`src/rtl/seq_divider.sv`:
```
// Restoring unsigned divider, one quotient bit per clock; done pulses WIDTH_N+1 edges after start, start ignored while busy.
// Optional DIV_ZERO_DETECT_EN: adds div_zero and short-circuits a zero divisor straight to DONE.
module seq_divider #(
  parameter int WIDTH_N = 17,
  parameter int WIDTH_D = 9
) (
  input  logic               clk,
  input  logic               rst,
  input  logic               start,
  input  logic [WIDTH_N-1:0] dividend,
  input  logic [WIDTH_D-1:0] divisor,
  output logic               busy,
  output logic               done,
  output logic [WIDTH_N-1:0] quotient,
  output logic [WIDTH_D-1:0] remainder
`ifdef DIV_ZERO_DETECT_EN
  ,
  output logic               div_zero
`endif
);

  localparam int CW = $clog2(WIDTH_N);

  typedef enum logic [1:0] {IDLE, RUN, DONE} state_t;

  state_t             state_q, state_d;
  logic [CW-1:0]      cnt;
  logic [WIDTH_N-1:0] num;
  logic [WIDTH_D-1:0] den;
  logic [WIDTH_D-1:0] rem_p;

  logic [WIDTH_D:0]   r_shift;
  logic [1:0]         diff_hi;
  logic [WIDTH_D-1:0] diff_lo;
  logic               ge;
  logic [WIDTH_D-1:0] r_next;
  logic [WIDTH_N-1:0] num_next;

  // The partial remainder never needs its top bit stored: the next step
  // only shifts in the low WIDTH_D bits. A negative difference always
  // lands with both high bits set, so that pattern is the borrow.
  always_comb begin
    r_shift              = {rem_p, num[WIDTH_N-1]};
    {diff_hi, diff_lo}   = {1'b0, r_shift} - {2'b00, den};
    ge                   = (diff_hi != 2'b11);
    r_next               = ge ? diff_lo : r_shift[WIDTH_D-1:0];
    num_next             = {num[WIDTH_N-2:0], ge};
  end

  always_comb begin
    state_d = state_q;
    case (state_q)
      IDLE: begin
        if (start) begin
`ifdef DIV_ZERO_DETECT_EN
          state_d = (divisor == '0) ? DONE : RUN;
`else
          state_d = RUN;
`endif
        end
      end
      RUN:     if (cnt == '0) state_d = DONE;
      DONE:    state_d = IDLE;
      default: state_d = IDLE;
    endcase
  end

  assign busy = (state_q != IDLE);
  assign done = (state_q == DONE);

  always_ff @(posedge clk) begin
    if (rst) begin
      state_q   <= IDLE;
      cnt       <= '0;
      num       <= '0;
      den       <= '0;
      rem_p     <= '0;
      quotient  <= '0;
      remainder <= '0;
`ifdef DIV_ZERO_DETECT_EN
      div_zero  <= 1'b0;
`endif
    end else begin
      state_q <= state_d;
      case (state_q)
        IDLE: begin
          if (start) begin
            num   <= dividend;
            den   <= divisor;
            rem_p <= '0;
            cnt   <= CW'(WIDTH_N - 1);
`ifdef DIV_ZERO_DETECT_EN
            div_zero <= (divisor == '0);
            if (divisor == '0) begin
              quotient  <= '1;
              remainder <= dividend[WIDTH_D-1:0];
            end
`endif
          end
        end
        RUN: begin
          num   <= num_next;
          rem_p <= r_next;
          cnt   <= cnt - CW'(1);
          if (cnt == '0) begin
            quotient  <= num_next;
            remainder <= r_next;
          end
        end
        default: ;
      endcase
    end
  end

endmodule

```
`config.mk`:
```
export PLATFORM = sky130hd
export DESIGN_NAME = seq_divider
export DESIGN_NICKNAME = d
export VERILOG_FILES = /design/src/rtl/seq_divider.sv
export SDC_FILE = /design/constraint.sdc
export NUM_CORES = 1
export LEC_CHECK = 0
export ABC_CLOCK_PERIOD_IN_PS = 2450
export CORE_ASPECT_RATIO = 1.4
export CORE_UTILIZATION = 40
export DETAILED_ROUTE_END_ITERATION = 6
export PLACE_DENSITY = 0.71
export SLEW_MARGIN = 20
export SYNTH_ARGS = -nofsm -noshare
export SYNTH_HDL_FRONTEND = slang
export SYNTH_SLANG_ARGS = --single-unit
```
`constraint.sdc`:
```
create_clock -name clk -period 2.45 [get_ports clk]
set_input_delay 0.245 -clock clk [delete_from_list [all_inputs] [get_ports clk]]
set_output_delay 0.245 -clock clk [all_outputs]
set_load 0.03 [all_outputs]
```
==> out/summary.txt, run 1 <==
status = finished, final reports clean
final instance area = 3910 um^2
Routed Wire Length = 6.97 mm
Post-Syn Area = 3050 um^2
Switching Share = 32.0%
mux cell area share after synthesis = 3.37%
share of cells above drive strength 1 = 12.2%
Clk network pwr share = 29.0%
XOR/XNOR share of the synthesized area = 1.15%
critical path class = reg -> reg
chip height = 105 um
actual slew at the worst max-slew pin = 0.662 ns
Final Setup Violations = 0
register bit total from synthesis = 68
relative slew slack = 55.9%
setup repair bufs after CTS = 0
Post-Synth Simple-Gate Area = 16.4%
Max Slew Vio Count = 0
vias in the first global route = 2526
final hold vios = 0
clock skew = 0.00727 ns
Int Pwr = 2.25 mW
initial antenna violation count = 0
ANT cells = 0
DRT iter0 DRCs = 183
endpoint class of the critical path = register
# resized after CTS = 0
dpl hpwl = 4.91 mm
Post-Place Cells = 485
maximum vdd drop = 0.391 mV
crit-path max cell delay = 0.35 ns
I/O Buffers = 56
Net Switching = 1.06 mW
Comb pwr share = 32.3%
fin crit period = 2.26 ns
Clock Sinks = 68
largest family of logic cells by synthesized area = compound AO/OA/AOI/OAI gates
most frequent cells in the layout = dfxtp_1, nand2_1, clkdlybuf4s50_1, a21oi_1, a22oi_1
CP cell instances = inv_1 > ha_1 > inv_1 > fa_2 > a21o_1 > a21o_1 > o211ai_2 > nand3_2 > buf_6 > mux2_2 > a21oi_1
Max-Cap Viols = 0
I/O pins = 57
setup TNS = 0 ns
total gr overflow = 0
layout overhead on the synthesized area = 28.2%
Synthesis Warnings = 0
Synth Net Count = 383
WL per Instance = 13.9 um
Async SR Flop Fraction = 0%
post-layout util = 53.1%
via count = 2613
DP Area = 3680 um^2
Starting Density = 41.4%
GP Congestion = 0.850
f_max = 442 MHz
Leakage = 1.50 nW
Worst Hold Class = in -> reg
Mapped Cells = 342
sequential power share = 38.6%
Die W = 75.7 um
cell area power density = 848 nW/um^2
synthesized area per cell = 8.90 um^2
largest net degree at the start of global routing = 32
nets = 440
row cnt = 37
sequential area share after synthesis = 44.7%
Finished Layout Cells = 500
die area = 7970 um^2
Residual DRC = 0
clk_lat worst skew = 0.34 ns
Max FO, Critical Path = 13
Post-synth EDFFs = 0
RSZ-0062 raised after global routing = false
cts hold-fix bufs = 0
CTS clk-pin slew, worst paths = 0.07 ns
CTS tree = built
H-tree levels = 3
CP Data Arrival Time = 2.53 ns
Synth Area in Adders = 5.18%
Main synth FF type = dfxtp_1
Total GRT Usage = 19.1%
most common cell after layout, fill and taps aside = dfxtp_1
CP max stage cell = fa_2
first-pass GRT wire length = 11.6 mm
startpoint types = register
post-synthesis compound-gate area fraction = 23.8%
Clock Root Buffer = clkbuf_8
TritonCTS Buffers = 9
CTS Buffer Depth = 2
DR vias/cell = 5.23
Core Area = 7360 um^2
Data required, critical path = 2.72 ns
Final period util = 92.3%
Unique masters post-synth = 49
antenna-violating nets left = 0
First-pass DRT Iterations = 5
## kinds of logic (layout without fill, tap and decap cells)
| family | count (synthesis) | after routing |
|---|---|---|
| AOI/OAI and AO/OA | 109 | 109 |
| xor gates and xnor gates | 4 | 4 |
| adders and majority gates | 12 | 12 |
| buffers and inverters | 34 | 95 |
| DFF | 68 | 68 |
| muxes | 10 | 10 |
| and+or+nand+nor | 105 | 105 |
## synth_stat cells (all sizes together) (2+ instances only)
cell type | n | area (um^2)
a211oi | 5 | 37.5
a21o | 4 | 30.0
a21oi | 41 | 205
a22o | 10 | 98.9
a22oi | 17 | 128
buf | 9 | 71.3
clkbuf | 11 | 41.3
dfxtp | 68 | 1360
ha | 11 | 138
inv | 14 | 52.6
mux2 | 2 | 22.5
mux2i | 8 | 80.1
nand2 | 66 | 248
nand2b | 2 | 12.5
nand3 | 2 | 15.0
nor2 | 15 | 77.6
nor2b | 4 | 25.0
nor3 | 8 | 45.0
o21a | 3 | 22.5
o21ai | 15 | 75.1
o21bai | 6 | 45.0
o32a | 2 | 20.0
xor2 | 3 | 26.3
## power by group through the flow
stage | Clock [mW] | Combinational (mW) | Sequential (mW)
2_1_floorplan | 0 | 0.733 | 1.34
3_3_place_gp | 0 | 1.03 | 1.30
3_5_place_dp | 0 | 1.03 | 1.30
4_1_cts | 0.988 | 1.05 | 1.28
5_1_grt | 1.05 | 1.16 | 1.29
6_report | 0.962 | 1.07 | 1.28
## worst paths after layout
path / depth (start not counted) / slack, ns / end / startpoint
max: 11 / 0.19 / remainder[0]$_SDFFE_PP0P_ / num[16]$_SDFFE_PP0P_
max reg2reg: 11 / 0.19 / remainder[0]$_SDFFE_PP0P_ / num[16]$_SDFFE_PP0P_
min reg2reg: 2 / 0.46 / den[3]$_SDFFE_PP0P_ / den[3]$_SDFFE_PP0P_
min: 2 / 0.42 / cnt[3]$_SDFFE_PP0P_ / rst
## worst max-delay path: cells and delay by family, from the launching register on
family	cells	cell delay [ns]
DFF	1	0.32
and+or+nand+nor	1	0.08
AOI/OAI and AO/OA	4	0.69
buffers and inverters	3	0.31
adders and majority gates	2	0.52
muxes	1	0.29
## state kept, by name, indices dropped and copies added (netlist names)
register and count:
rem_p 9, den 9, cnt 5, num 17, remainder 9, state_q 2
quotient 17
## layout make-up
cell class / instances / area, um^2
clock buffers: 10 / 128
fillers: 677 / 3460
flip-flops and latches: 68 / 1360
well taps: 97 / 121
multi-input cells: 240 / 1530
repair buffers: 66 / 634
clock inverters: 5 / 77.6
inverters: 14 / 52.6
## per-stage QoR
| step | power, mW | worst slack (ns) | hold slack [ns] |
|---|---|---|---|
| floorplan | 2.08 | 0.254 | 0.381 |
| global placement | 2.33 | 0.202 | 0.445 |
| detailed placement | 2.34 | 0.118 | 0.448 |
| CTS | 3.31 | 0.0888 | 0.417 |
| global route | 3.50 | 0.0261 | 0.447 |
| finish | 3.31 | 0.189 | 0.420 |
## routing by layer
metal / track usage (%) / part of all wire, % / vias up / wire length, um
li1: - / - / 1309 / -
met5: 0 / 0 / - / 0
met4: 8.73 / 1.9 / 0 / 135
met3: 4.88 / 4.7 / 12 / 325
met1: 22.6 / 41 / 1227 / 2880
met2: 31.5 / 52 / 65 / 3630
Power figures use the tool's default switching activity.
==> inputs of run 2 (changes only) <==
--- a/config.mk
+++ b/config.mk
@@ -5,11 +5,12 @@
 export SDC_FILE = /design/constraint.sdc
 export NUM_CORES = 1
 export LEC_CHECK = 0
-export ABC_CLOCK_PERIOD_IN_PS = 2450
+export ABC_AREA = 1
+export ABC_CLOCK_PERIOD_IN_PS = 1900
 export CORE_ASPECT_RATIO = 1.4
 export CORE_UTILIZATION = 40
 export DETAILED_ROUTE_END_ITERATION = 6
-export PLACE_DENSITY = 0.71
+export PLACE_DENSITY = 0.73
 export SLEW_MARGIN = 20
 export SYNTH_ARGS = -nofsm -noshare
 export SYNTH_HDL_FRONTEND = slang
==> constraint.sdc (replaced) <==
create_clock -name clk -period 1.9 [get_ports clk]
set_input_delay 0.19 -clock clk [delete_from_list [all_inputs] [get_ports clk]]
set_output_delay 0.19 -clock clk [all_outputs]
set_load 0.03 [all_outputs]
==> out/summary.txt, run 2 <==
status = finished with violations
failing checks = negative setup slack
RSZ-0062 raised after global routing = true
Post-synth EDFFs = 0 (unchanged)
WP buf/inv = 2 (-1)
Starting Density = 41.9% (+0.54 points)
I/O Buffers = 56 (unchanged)
share of cells above drive strength 1 = 21.0% (+8.8 points)
nets = 557 (+27%)
met1 Use GR = 21.8% (-0.83 points)
overall power = 9.04 mW (+170%)
cell area power density = 1970 nW/um^2 (+130%)
final hold vios = 0 (unchanged)
Top Family by Delay on Critical Path = simple AND/OR/NAND/NOR gates
post-layout util = 58.5% (+5.4 points)
Clock Sinks = 68 (unchanged)
fin crit period = 1.90 ns (-0.358 ns)
Synthesis Warnings = 0 (unchanged)
actual slew at the worst max-slew pin = 0.550 ns (-0.112 ns)
Crit path top cell by count = nand2_1
largest net degree at the start of global routing = 23 (-28%)
most frequent cells in the layout = nand2_1, dfxtp_1, clkdlybuf4s50_1, inv_1, buf_4
start of the worst register-to-register path = rem_p[1]$_SDFFE_PP0P_
Max-Cap Viols = 0 (unchanged)
Unique masters post-synth = 37 (-24%)
sequential area share after synthesis = 41.4% (-3.3 points)
TritonCTS Buffers = 9 (unchanged)
Main synth FF type = dfxtp_1
First-pass DRT Iterations = 4 (-1)
Synth Net Count = 478 (+25%)
via count = 3247 (+24%)
Max Slew Vio Count = 0 (unchanged)
critical path class = reg -> reg
setup TNS = -0.00299 ns (-0.00299 ns)
Post-Syn Area = 3290 um^2 (+8.0%)
Worst Hold Class = in -> reg
Final period util = 100% (+7.9 points)
Worst Hold Launch = dividend[15]
crit-path max cell delay = 0.43 ns (+0.08 ns)
H-tree levels = 3 (unchanged)
biggest regs = num (17), quotient (17)
Core Area = 7850 um^2 (+6.6%)
Die W = 78.6 um (+3.8%)
ANT cells = 0 (unchanged)
Worst Setup SP = rem_p[1]$_SDFFE_PP0P_
cts hold-fix bufs = 0 (unchanged)
chip height = 109 um (+3.8%)
first-pass GRT wire length = 14.2 mm (+23%)
post-synth top area share = 41.4% (-3.3 points)
antenna-violating nets left = 0 (unchanged)
Max FO, Critical Path = 11 (-2)
CTS tree = built
GP Congestion = 0.900 (+5.9%)
Residual DRC = 0 (unchanged)
vias in the first global route = 3193 (+26%)
clock skew = 0.00835 ns (+0.00107 ns)
WL per Instance = 14.6 um (+5.0%)
Routed Wire Length = 9.08 mm (+30%)
CP Data Arrival Time = 2.16 ns (-0.37 ns)
CP max stage cell = dfxtp_1
Setup WS post-layout = -0.00299 ns (-0.192 ns)
met2 Track Usage GR = 40.8% (+9.3 points)
Data required, critical path = 2.15 ns (-0.57 ns)
dpl hpwl = 6.08 mm (+24%)
endpoint class of the critical path = register
M3 GR Usage = 4.85% (-0.022 points)
CTS clk-pin slew, worst paths = 0.07 ns (about the same)
clk_lat worst skew = 0.36 ns (+0.02 ns)
DP Worst Slack = -0.109 ns (-0.228 ns)
Async SR Flop Fraction = 0% (unchanged)
total gr overflow = 0 (unchanged)
Synth top cells by count = nand2_1, dfxtp_1, inv_1
I/O pins = 57 (unchanged)
row cnt = 38 (+2.7%)
Clock Root Buffer = clkbuf_8
Leakage = 2.00 nW (+33%)
Total GRT Usage = 21.7% (+2.6 points)
GRT Max-Usage Layer = met2
CTS Buffer Depth = 2 (unchanged)
die area = 8590 um^2 (+7.8%)
most common cell after layout, fill and taps aside = nand2_1
maximum vdd drop = 1.30 mV (+230%)
register bit total from synthesis = 68 (unchanged)
relative slew slack = 63.3% (+7.4 points)
synthesized area per cell = 7.52 um^2 (-16%)
most frequent cell after synthesis = nand2_1
Synth area leader = dfxtp_1
startpoint types = register
DRT iter0 DRCs = 163 (-11%)
largest cells by area after synthesis = dfxtp_1, nand2_1, inv_1
Mapped Cells = 437 (+28%)
CP cell instances = ha_4 > nand2_1 > nand2_1 > nand2_1 > nand2_1 > nand2_2 > nand3_2 > nand2_2 > nand2_4 > buf_12 > nand3_1 > nand3_1 > nand2_1 > inv_1
f_max = 525 MHz (+19%)
initial antenna violation count = 0 (unchanged)
layout overhead on the synthesized area = 39.6%
Final Setup Violations = 1 (+1)
DR vias/cell = 5.24 (+0.21%)
-- run 2: changes by cell type after synthesis, sizes merged, moves of 6 or more --
| cell | change |
|---|---|
| a22o | -9 |
| nand3 | +36 |
| o22ai | +9 |
| inv | +38 |
| nor3 | -6 |
| nand2 | +54 |
| o21ai | +14 |
| a21oi | -15 |
| nor2 | +8 |
| mux2i | -8 |
-- run 2: cell families (layout without fill, tap and decap cells) --
| kind of cell | Yosys count | in the layout | share of synthesized area, % |
|---|---|---|---|
| AOI/OAI and AO/OA | 88 | 88 | 15.8 |
| and+or+nand+nor | 190 | 191 | 27.2 |
| adders and majority gates | 12 | 12 | 4.79 |
| xor gates and xnor gates | 5 | 5 | 1.33 |
| buffers and inverters | 74 | 156 | 9.44 |
| DFF | 68 | 68 | 41.4 |
-- run 2: worst paths after layout --
path,end,slack (ns),cells after the start
setup / recovery,remainder[8]$_SDFFE_PP0P_,-0.003,14
hold / removal,num[15]$_SDFFE_PP0P_,0.41,3
setup reg to reg,remainder[8]$_SDFFE_PP0P_,-0.003,14
hold reg to reg,cnt[0]$_SDFFE_PP0P_,0.46,2
-- run 2: timing repair --
item / CTS / global route
cloned: 0 / 1
setup endpoints to repair: 12 / 20
pin swaps: 1 / 15
buffers inserted: 0 / 4
resized for setup: 9 / 38
-- run 2: final cells by class --
| class | count | area [um^2] |
|---|---|---|
| fill | 665 | 3260 |
| inverter | 52 | 195 |
| sequential | 68 | 1370 |
| clock buffer | 11 | 141 |
| multi-input combinational | 296 | 1840 |
| clock inverter | 4 | 73.8 |
| timing repair buffer | 89 | 845 |
| tap | 100 | 125 |
-- run 2: where the power goes --
part,leakage (nW),internal (mW),total [mW],switching (mW)
combinational,1.33,2.38,5.80,3.42
sequential,0.558,1.69,1.92,0.230
clock,0.109,0.768,1.32,0.557
-- run 2: metrics by stage --
step / instances / cell area, um^2 / hold slack, ns
global route: 620 / 4590 / 0.412
floorplan: 437 / 3290 / 0.338
global placement: 600 / 4090 / 0.445
detailed placement: 600 / 4090 / 0.450
finish: 620 / 4590 / 0.412
CTS: 615 / 4350 / 0.403
-- run 2: worst min-delay path: stages --
cell,delay (ns)
clkdlybuf4s50_1,0.41
nand2_1,0.07
a21oi_1,0.05
-- run 2: metal layers --
metal / up-vias / wire, um / part of all wire (%)
met2: 91 / 4880 / 54
met4: 0 / 340 / 3.7
met1: 1545 / 3470 / 38
met3: 26 / 382 / 4.2
li1: 1585 / - / -
met5: - / 0 / 0
